[src/rtl/cordic_sched_pkg.sv]
// Shared defaults, ID width helper and FSM encoding for the CORDIC request scheduler.
package cordic_sched_pkg;

    localparam int NUM_REQ_DEF = 4;
    localparam int TIMEOUT_DEF = 64;

    // Keeps a one-requester build from collapsing to a zero-width index.
    function automatic int id_w(input int n);
        return (n > 1) ? $clog2(n) : 1;
    endfunction

    localparam int ID_W = id_w(NUM_REQ_DEF);

    typedef enum logic [1:0] {
        ST_IDLE  = 2'd0,
        ST_START = 2'd1,
        ST_WAIT  = 2'd2,
        ST_RESP  = 2'd3
    } state_t;

endpackage

[src/rtl/cordic_scheduler_rr_arbiter.sv]
// Combinational round-robin arbiter: scans from ptr upward (wrapping) and returns
// the first active request as a one-hot grant plus its index.
module rr_arbiter
    import cordic_sched_pkg::*;
#(
    parameter int N = NUM_REQ_DEF
) (
    input  logic [N-1:0]        req,
    input  logic [id_w(N)-1:0]  ptr,
    output logic [N-1:0]        grant,
    output logic [id_w(N)-1:0]  idx
);

    localparam int W = id_w(N);

    always_comb begin
        logic         found;
        logic [W-1:0] cand;
        // NOTE: every output and temporary gets a default first so no path infers a latch.
        grant = '0;
        idx   = '0;
        found = 1'b0;
        cand  = '0;
        for (int i = 0; i < N; i++) begin
            cand = W'((int'(ptr) + i) % N);
            if (!found && req[cand]) begin
                found       = 1'b1;
                grant[cand] = 1'b1;
                idx         = cand;
            end
        end
    end

endmodule

[src/rtl/cordic_scheduler.sv]
// Time-shares one cordic_top between NUM_REQ requesters: round-robin grant,
// one transaction in flight, completion on the rising edge of cr_done or a timeout.
module cordic_scheduler
    import cordic_sched_pkg::*;
#(
    parameter int NUM_REQ = NUM_REQ_DEF,
    parameter int TIMEOUT = TIMEOUT_DEF
) (
    input  logic                       clk,
    input  logic                       rst_n,
    input  logic [NUM_REQ-1:0]         req,
    input  logic [NUM_REQ-1:0]         req_mode,
    input  logic [32*NUM_REQ-1:0]      req_theta,
    output logic [NUM_REQ-1:0]         gnt,
    output logic                       rsp_valid,
    output logic [id_w(NUM_REQ)-1:0]   rsp_id,
    output logic [31:0]                rsp_data,
    output logic                       rsp_err,
    output logic                       busy,
    output logic                       cr_start,
    output logic                       cr_mode,
    output logic [31:0]                cr_theta,
    input  logic [31:0]                cr_result,
    input  logic                       cr_done
);

    localparam int IW    = id_w(NUM_REQ);
    localparam int CNT_W = $clog2(TIMEOUT) + 1;

    state_t             state;
    logic [IW-1:0]      rr_ptr;
    logic [IW-1:0]      cur_id;
    logic [CNT_W-1:0]   cnt;
    logic               cr_done_q;
    logic [NUM_REQ-1:0] win_onehot;
    logic [IW-1:0]      win_idx;
    logic               done_edge;

    rr_arbiter #(.N(NUM_REQ)) u_arb (
        .req   (req),
        .ptr   (rr_ptr),
        .grant (win_onehot),
        .idx   (win_idx)
    );

    // A done level left over from the previous transaction must not complete the next one.
    assign done_edge = cr_done & ~cr_done_q;

    always_ff @(posedge clk or negedge rst_n) begin
        if (!rst_n) begin
            state     <= ST_IDLE;
            rr_ptr    <= '0;
            cur_id    <= '0;
            cnt       <= '0;
            cr_done_q <= 1'b0;
            gnt       <= '0;
            cr_start  <= 1'b0;
            cr_mode   <= 1'b0;
            cr_theta  <= '0;
            rsp_valid <= 1'b0;
            rsp_id    <= '0;
            rsp_data  <= '0;
            rsp_err   <= 1'b0;
            busy      <= 1'b0;
        end else begin
            // NOTE: non-blocking throughout; pulse outputs default low and are raised only where needed.
            cr_done_q <= cr_done;
            gnt       <= '0;
            cr_start  <= 1'b0;
            rsp_valid <= 1'b0;
            case (state)
                ST_IDLE: begin
                    if (|req && !cr_done) begin
                        gnt      <= win_onehot;
                        cr_mode  <= req_mode[win_idx];
                        cr_theta <= req_theta[{win_idx, 5'd0} +: 32];
                        cur_id   <= win_idx;
                        busy     <= 1'b1;
                        state    <= ST_START;
                    end
                end
                ST_START: begin
                    cr_start <= 1'b1;
                    cnt      <= '0;
                    state    <= ST_WAIT;
                end
                ST_WAIT: begin
                    if (done_edge) begin
                        rsp_data  <= cr_result;
                        rsp_err   <= 1'b0;
                        rsp_id    <= cur_id;
                        rsp_valid <= 1'b1;
                        state     <= ST_RESP;
                    end else if (cnt == CNT_W'(TIMEOUT - 1)) begin
                        rsp_data  <= '0;
                        rsp_err   <= 1'b1;
                        rsp_id    <= cur_id;
                        rsp_valid <= 1'b1;
                        state     <= ST_RESP;
                    end else begin
                        cnt <= cnt + CNT_W'(1);
                    end
                end
                ST_RESP: begin
                    rr_ptr <= (cur_id == IW'(NUM_REQ - 1)) ? '0 : cur_id + IW'(1);
                    busy   <= 1'b0;
                    state  <= ST_IDLE;
                end
                default: state <= ST_IDLE;
            endcase
        end
    end

endmodule

[config.mk]
export PLATFORM = sky130hd
export DESIGN_NAME = cordic_scheduler
export DESIGN_NICKNAME = d
export VERILOG_FILES = /design/src/rtl/cordic_sched_pkg.sv /design/src/rtl/cordic_scheduler_rr_arbiter.sv /design/src/rtl/cordic_scheduler.sv
export SDC_FILE = /design/constraint.sdc
export NUM_CORES = 1
export LEC_CHECK = 0
export CAP_MARGIN = 20
export CORE_MARGIN = 5
export CORE_UTILIZATION = 46
export CTS_BUF_LIST = sky130_fd_sc_hd__clkbuf_4
export DETAILED_ROUTE_END_ITERATION = 7
export PLACE_DENSITY = 0.95
export SLEW_MARGIN = 20
export SYNTH_ARGS = -nofsm -noshare
export SYNTH_HDL_FRONTEND = slang
export SYNTH_SLANG_ARGS = --single-unit
[constraint.sdc]
create_clock -name clk -period 5.34 [get_ports clk]
set_clock_uncertainty 0.05 [all_clocks]
set_input_delay 0.801 -clock clk [delete_from_list [all_inputs] [get_ports clk]]
set_output_delay 0.801 -clock clk [all_outputs]
set_load 0.02 [all_outputs]
==> results of run 1 <==
-- logic make-up (layout without fill, tap and decap cells) --
| family | count (synthesis) | after routing | synth area share (%) |
|---|---|---|---|
| muxes | 96 | 96 | 21.8 |
| buffers and inverters | 40 | 269 | 4.75 |
| AOI/OAI and AO/OA | 99 | 99 | 16.6 |
| DFF | 89 | 89 | 44.1 |
| other | 0 | 1 | 0 |
| xor gates and xnor gates | 2 | 2 | 0.347 |
| adders and majority gates | 14 | 14 | 3.47 |
| and+or+nand+nor | 101 | 101 | 8.94 |
-- worst max-delay path: stages, from the launching register on --
cell      delay (ns)
dfrtp_1         0.89
inv_2           0.31
ha_1            0.49
mux4_2          0.32
nor2b_2         0.13
or3_4           0.54
o21ai_2         0.20
or2_1           0.85
o221ai_1        0.27
-- sequential cells by signal (all words and copies together), names as in the netlist, 2 cells and up --
register  flops
cr_theta     32
rsp_data     32
cnt           7
gnt           4
cur_id        2
rr_ptr        2
rsp_id        2
state         2
-- metal layers --
metal	track usage [%]	wire length, um	vias up
li1	-	-	2102
met3	5.89	1270	32
met5	0	0	-
met1	27.4	5770	2206
met4	8.14	454	0
met2	39.1	7740	233
-- power groups by stage --
stage / combinational, W / sequential [W] / clock (W)
floorplan: 0.00143 / 0.00143 / 0
detailed placement: 0.00261 / 0.00117 / 0
global placement: 0.00252 / 0.00116 / 0
global route: 0.00278 / 0.00120 / 0.000463
finish: 0.00260 / 0.00116 / 0.000427
CTS: 0.00261 / 0.00116 / 0.000431
-- final cells by class --
cell class              instances  area share, %
repair buffers                246           32.2
clock inverters                 6           1.21
diodes                          1         0.0326
inverters                       8          0.391
clock buffers                   9          0.880
multi-input cells             312           34.0
well taps                     140           2.28
flip-flops and latches         89           29.0
-- layout by cell type (no fill, tap or decap), types with 9 or more instances in the layout --
cell / Yosys / routed
o221ai_1: 15 / 15
dfrtp_1: 89 / 89
ha_1: 14 / 14
o21ai_0: 11 / 11
a22o_1: 32 / 32
mux4_2: 11 / 11
mux2i_1: 82 / 82
o221ai_2: 10 / 10
clkdlybuf4s50_1: 0 / 244
clkbuf_4: 0 / 9
nor2_1: 19 / 18
nand2_1: 59 / 57
-- stage by stage --
step	setup slack (ns)	std cells	util (%)	cell area (sq um)	power [W]
floorplan	2.13	441	-	5050	0.00286
global placement	1.24	795	69.5	7500	0.00368
detailed placement	1.07	795	69.6	7510	0.00378
CTS	1.07	810	71.1	7670	0.00421
global route	0.788	811	71.1	7680	0.00445
finish	1.09	811	71.1	7680	0.00419
-- how the worst max path moves through the flow --
stage / startpoint / end / cells past startpoint
floorplan: rr_ptr[0] / cr_theta[21] / 13
global placement: req[3] / cr_theta[27] / 6
detailed placement: req[3] / cr_theta[30] / 6
CTS: rr_ptr[0] / cr_theta[30] / 8
global route: rr_ptr[0] / cr_theta[30] / 8
finish: rr_ptr[0] / cr_theta[30] / 8
==> metrics.cfg, run 1 <==
[power_and_ir_drop]
p_leak_nw = 3.44
clkPwrFrac_pct = 10.2
p_comb_share_pct = 62.0
power.internal_w = 0.00242
seqPwrFrac_pct = 27.8
vdd_ir_drop_max_mv = 0.377
swShare_pct = 42.1
switching_power_w = 0.00177
power_density_mw_per_mm2 = 546

[synthesis]
ys_warn_count = 0
synth_edf_count = 0
yosysTopAreaCellShare_pct = 44.1
ys_types = 48
synth-seq-cells = 89
avgSynthCellArea_sq_um = 11.5
netlist_area_sq_mm = 0.00505
synth_top_cell_by_area = dfrtp_1
yosys-top-cells-count = 89 x dfrtp_1, 82 x mux2i_1, 59 x nand2_1, 32 x a22o_1, 19 x nor2_1
synth_top_flop_cell = dfrtp_1
seq_area_frac_synth_pct = 44.1
async_reset_ff_share_pct = 100
ys_top_cells_by_area = dfrtp_1 44%, mux2i_1 16%, a22o_1 5.5%
synthCells = 441
yosysMostFrequentCell = dfrtp_1
synthesis.nets = 626

[clock_tree]
hold_buffers = 0
post_cts_buffers = 0
htree_num_levels = 3
cts_tree = done
clock_latency_ns = 0.43
numCtsBuffers = 9
clockBufferDepth = 2
root_buffer = clkbuf_4
clock_sinks = 89
postCtsResizedCells = 0
clk_pin_slew_worst_paths_ns = 0.16

[layout]
fillers = 757
drive_above_1_share_pct = 7.76
area_growth_pct = 51.9
multi_input_area_sq_mm = 0.00261
final_nets = 851
regArea_sq_mm = 0.00223

[timing]
max_freq_mhz = 235
min_period_ns = 4.25
grt_setup_unrepaired = no
tns_ns = 0
worst_hold_slack_ns = 0.359
tightest_slew_ns = 1.08
finalHoldViolations = 0
fin_crit_sh_pct = 79.6
setup_viol = 0
drv_slew = 0
relSlewSlack_pct = 27.7

[route]
vias_per_cell = 5.64
antenna_left = 0
drtPass1Iterations = 4
wl_per_cell_um = 18.8
vias = 4573
route.detailed.drc = 0
drtIter0Drc = 191
wirelength_um = 15200

[run]
maxCapViolCount = 0

[floorplanning]
die_y_um = 115
dieArea_sq_mm = 0.0132
ioPinCount = 246
coreArea_sq_mm = 0.0108
die_w_um = 115
rows = 38
initial_core_util_pct = 46.8

[grt]
grt_pass1_vias = 4746
grt_overflow = 0
track_usage_pct = 22.6
grt_pass1_wl_um = 23600
grt_start_max_net_pins = 90
antenna_found_initial = 1

[placement]
globalplace.congestion = 0.860
dp_hpwl_um = 11800
io_buffers = 245

[critical_path]
reg2reg_to = cr_theta[30]
reg2regPathDepth = 8
start_kind = register
path_max_fanout = 25
rr_startpoint = rr_ptr[0]
endpoint_kind = register
r2r_setup_slack_ns = 1.09
crit_type = register to register
critPathRequiredTime_ns = 5.54
crit_arrival_ns = 4.45

[status]
status = complete, no violations

[hold_path]
hold_class = primary input to async pin

Power figures use the tool's default switching activity.
==> inputs of run 2 (changes only) <==
CORE_UTILIZATION = 38   (was 46)
PLACE_DENSITY = 0.87   (was 0.95)
clock period = 3.8 ns   (was 5.34 ns; I/O delays follow)
==> run 2 against run 1 <==
  * Cell count increased by 5.5%
  * Count of clock-buffer cells in the layout unchanged
  * Setup slack got worse by 0.75 ns
  * Maximum frequency increased by 23%
  * Critical endpoint is now cr_theta[29]
==> metrics.cfg, run 2 (synthesized netlist as in run 1, its figures left out) <==
[floorplanning]
dieArea_sq_mm = 0.0157
initial_core_util_pct = 38.5
die_w_um = 125
coreArea_sq_mm = 0.0131
ioPinCount = 246
die_y_um = 125
rows = 42

[critical_path]
slowest_stage = dfrtp_1
critPathMaxStageDelay_ns = 0.61
r2r_setup_slack_ns = 0.34
reg2reg_to = cr_theta[29]
crit_arrival_ns = 3.75
crit_type = register to register
cp-endpoint = cr_theta[29]
crit_path_start = rr_ptr[1]
reg2regPathDepth = 9
critPathRequiredTime_ns = 4.09
crit_chain = inv_1 -> ha_1 -> mux4_2 -> nor2b_2 -> or3_4 -> o21ai_2 -> or2_1 -> buf_4 -> o221ai_1
endpoint_kind = register
path_max_fanout = 25
rr_startpoint = rr_ptr[1]
start_kind = register

[layout]
instances_no_fill = 856
design_area_sq_mm = 0.00778
reg_top3 = cr_theta: 32 flops, rsp_data: 32 flops, cnt: 7 flops
area_growth_pct = 54.0
fillers = 1101
final_nets = 859
drive_above_1_share_pct = 8.84
mostFrequentLayoutCell = clkdlybuf4s50_1
final_util_pct = 59.2
final_cell_mix = 244 x clkdlybuf4s50_1, 89 x dfrtp_1, 82 x mux2i_1

[route]
vias_per_cell = 5.44
vias = 4655
route.detailed.drc = 0
drtIter0Drc = 303
wirelength_um = 16600
wl_per_cell_um = 19.4
drtPass1Iterations = 5
antenna_left = 0

[timing]
finalHoldViolations = 0
drv_slew = 0
grt_setup_unrepaired = no
setup_viol = 0
max_freq_mhz = 289
fin_crit_sh_pct = 91.0
min_period_ns = 3.46
relSlewSlack_pct = 44.2
tightest_slew_ns = 0.835
tns_ns = 0

[power_and_ir_drop]
p_leak_nw = 3.48
vdd_ir_drop_max_mv = 0.341
power_density_mw_per_mm2 = 766

[hold_path]
hold_class = primary input to async pin

[placement]
globalplace.congestion = 0.887
dp_hpwl_um = 12700
post-place-cells = 839
placed_area_sq_mm = 0.00761
io_buffers = 245

[grt]
track_usage_pct = 20.8
grt_overflow = 0
grt_pass1_vias = 4940
antenna_found_initial = 1
grt_start_max_net_pins = 79
grt_pass1_wl_um = 26300

[clock_tree]
post_cts_buffers = 0
numCtsBuffers = 9
root_buffer = clkbuf_4
cts_tree = done
clockBufferDepth = 2
clock_latency_ns = 0.43
hold_buffers = 0
postCtsResizedCells = 0
clk_pin_slew_worst_paths_ns = 0.17
htree_num_levels = 3
clock_sinks = 89

[run]
maxCapViolCount = 0

[status]
status = complete, no violations

==> run 2: stage by stage <==
step / worst slack [ns] / hold WS [ns] / power (W)
6_report: 0.343 / 0.107 / 0.00596
5_1_grt: 0.151 / 0.141 / 0.00634
4_1_cts: 0.373 / 0.247 / 0.00601
3_5_place_dp: 0.258 / 0.415 / 0.00537
3_3_place_gp: 0.409 / 0.411 / 0.00521
2_1_floorplan: 0.591 / 0.224 / 0.00403
==> run 2: power by group <==
| group | switching (W) | total, W | internal (W) |
|---|---|---|---|
| clock | 0.000353 | 0.000626 | 0.000273 |
| sequential | 0.000257 | 0.00160 | 0.00134 |
| combinational | 0.00191 | 0.00374 | 0.00183 |
| total | 0.00252 | 0.00596 | 0.00345 |
==> run 2: final cells by class <==
type                            count  area (sq um)  share of cell area (%)
Multi-Input combinational cell    312          2600                    33.4
Antenna cell                        1          2.50                  0.0322
Clock buffer                        9          67.6                   0.868
Timing Repair Buffer              254          2530                    32.6
Clock inverter                      7          98.8                    1.27
Inverter                            8          30.0                   0.386
Sequential cell                    89          2230                    28.6
Tap cell                          176           220                    2.83
==> run 2: worst min path at each step <==
| stage | startpoint | end | slack, ns | depth (start not counted) |
|---|---|---|---|---|
| after floorplan | rst_n | busy | 0.22 | 0 |
| after global placement | rsp_id[1] | rsp_id[1] | 0.41 | 2 |
| after detailed placement | rsp_id[0] | rsp_id[0] | 0.42 | 2 |
| after CTS | rst_n | gnt[2] | 0.25 | 1 |
| after global routing | rst_n | gnt[2] | 0.14 | 1 |
| final | rst_n | rsp_data[17] | 0.11 | 1 |
==> run 2: layer usage <==
layer / vias up / wire length (um) / track usage [%]
li1: 2122 / - / -
met1: 2265 / 6690 / 26.0
met2: 223 / 8240 / 34.7
met3: 45 / 1110 / 4.56
met4: 0 / 530 / 9.18
met5: - / 0 / 0
==> run 2: critical path: cells and delay by family (launching register included) <==
kind	cells	cell delay, ns
adder cells (fa/ha/maj)	1	0.45
flip-flops	1	0.61
multiplexers	1	0.42
buffers and inverters	2	0.44
AO/OA/AOI/OAI	2	0.35
AND/OR/NAND/NOR	3	1.03
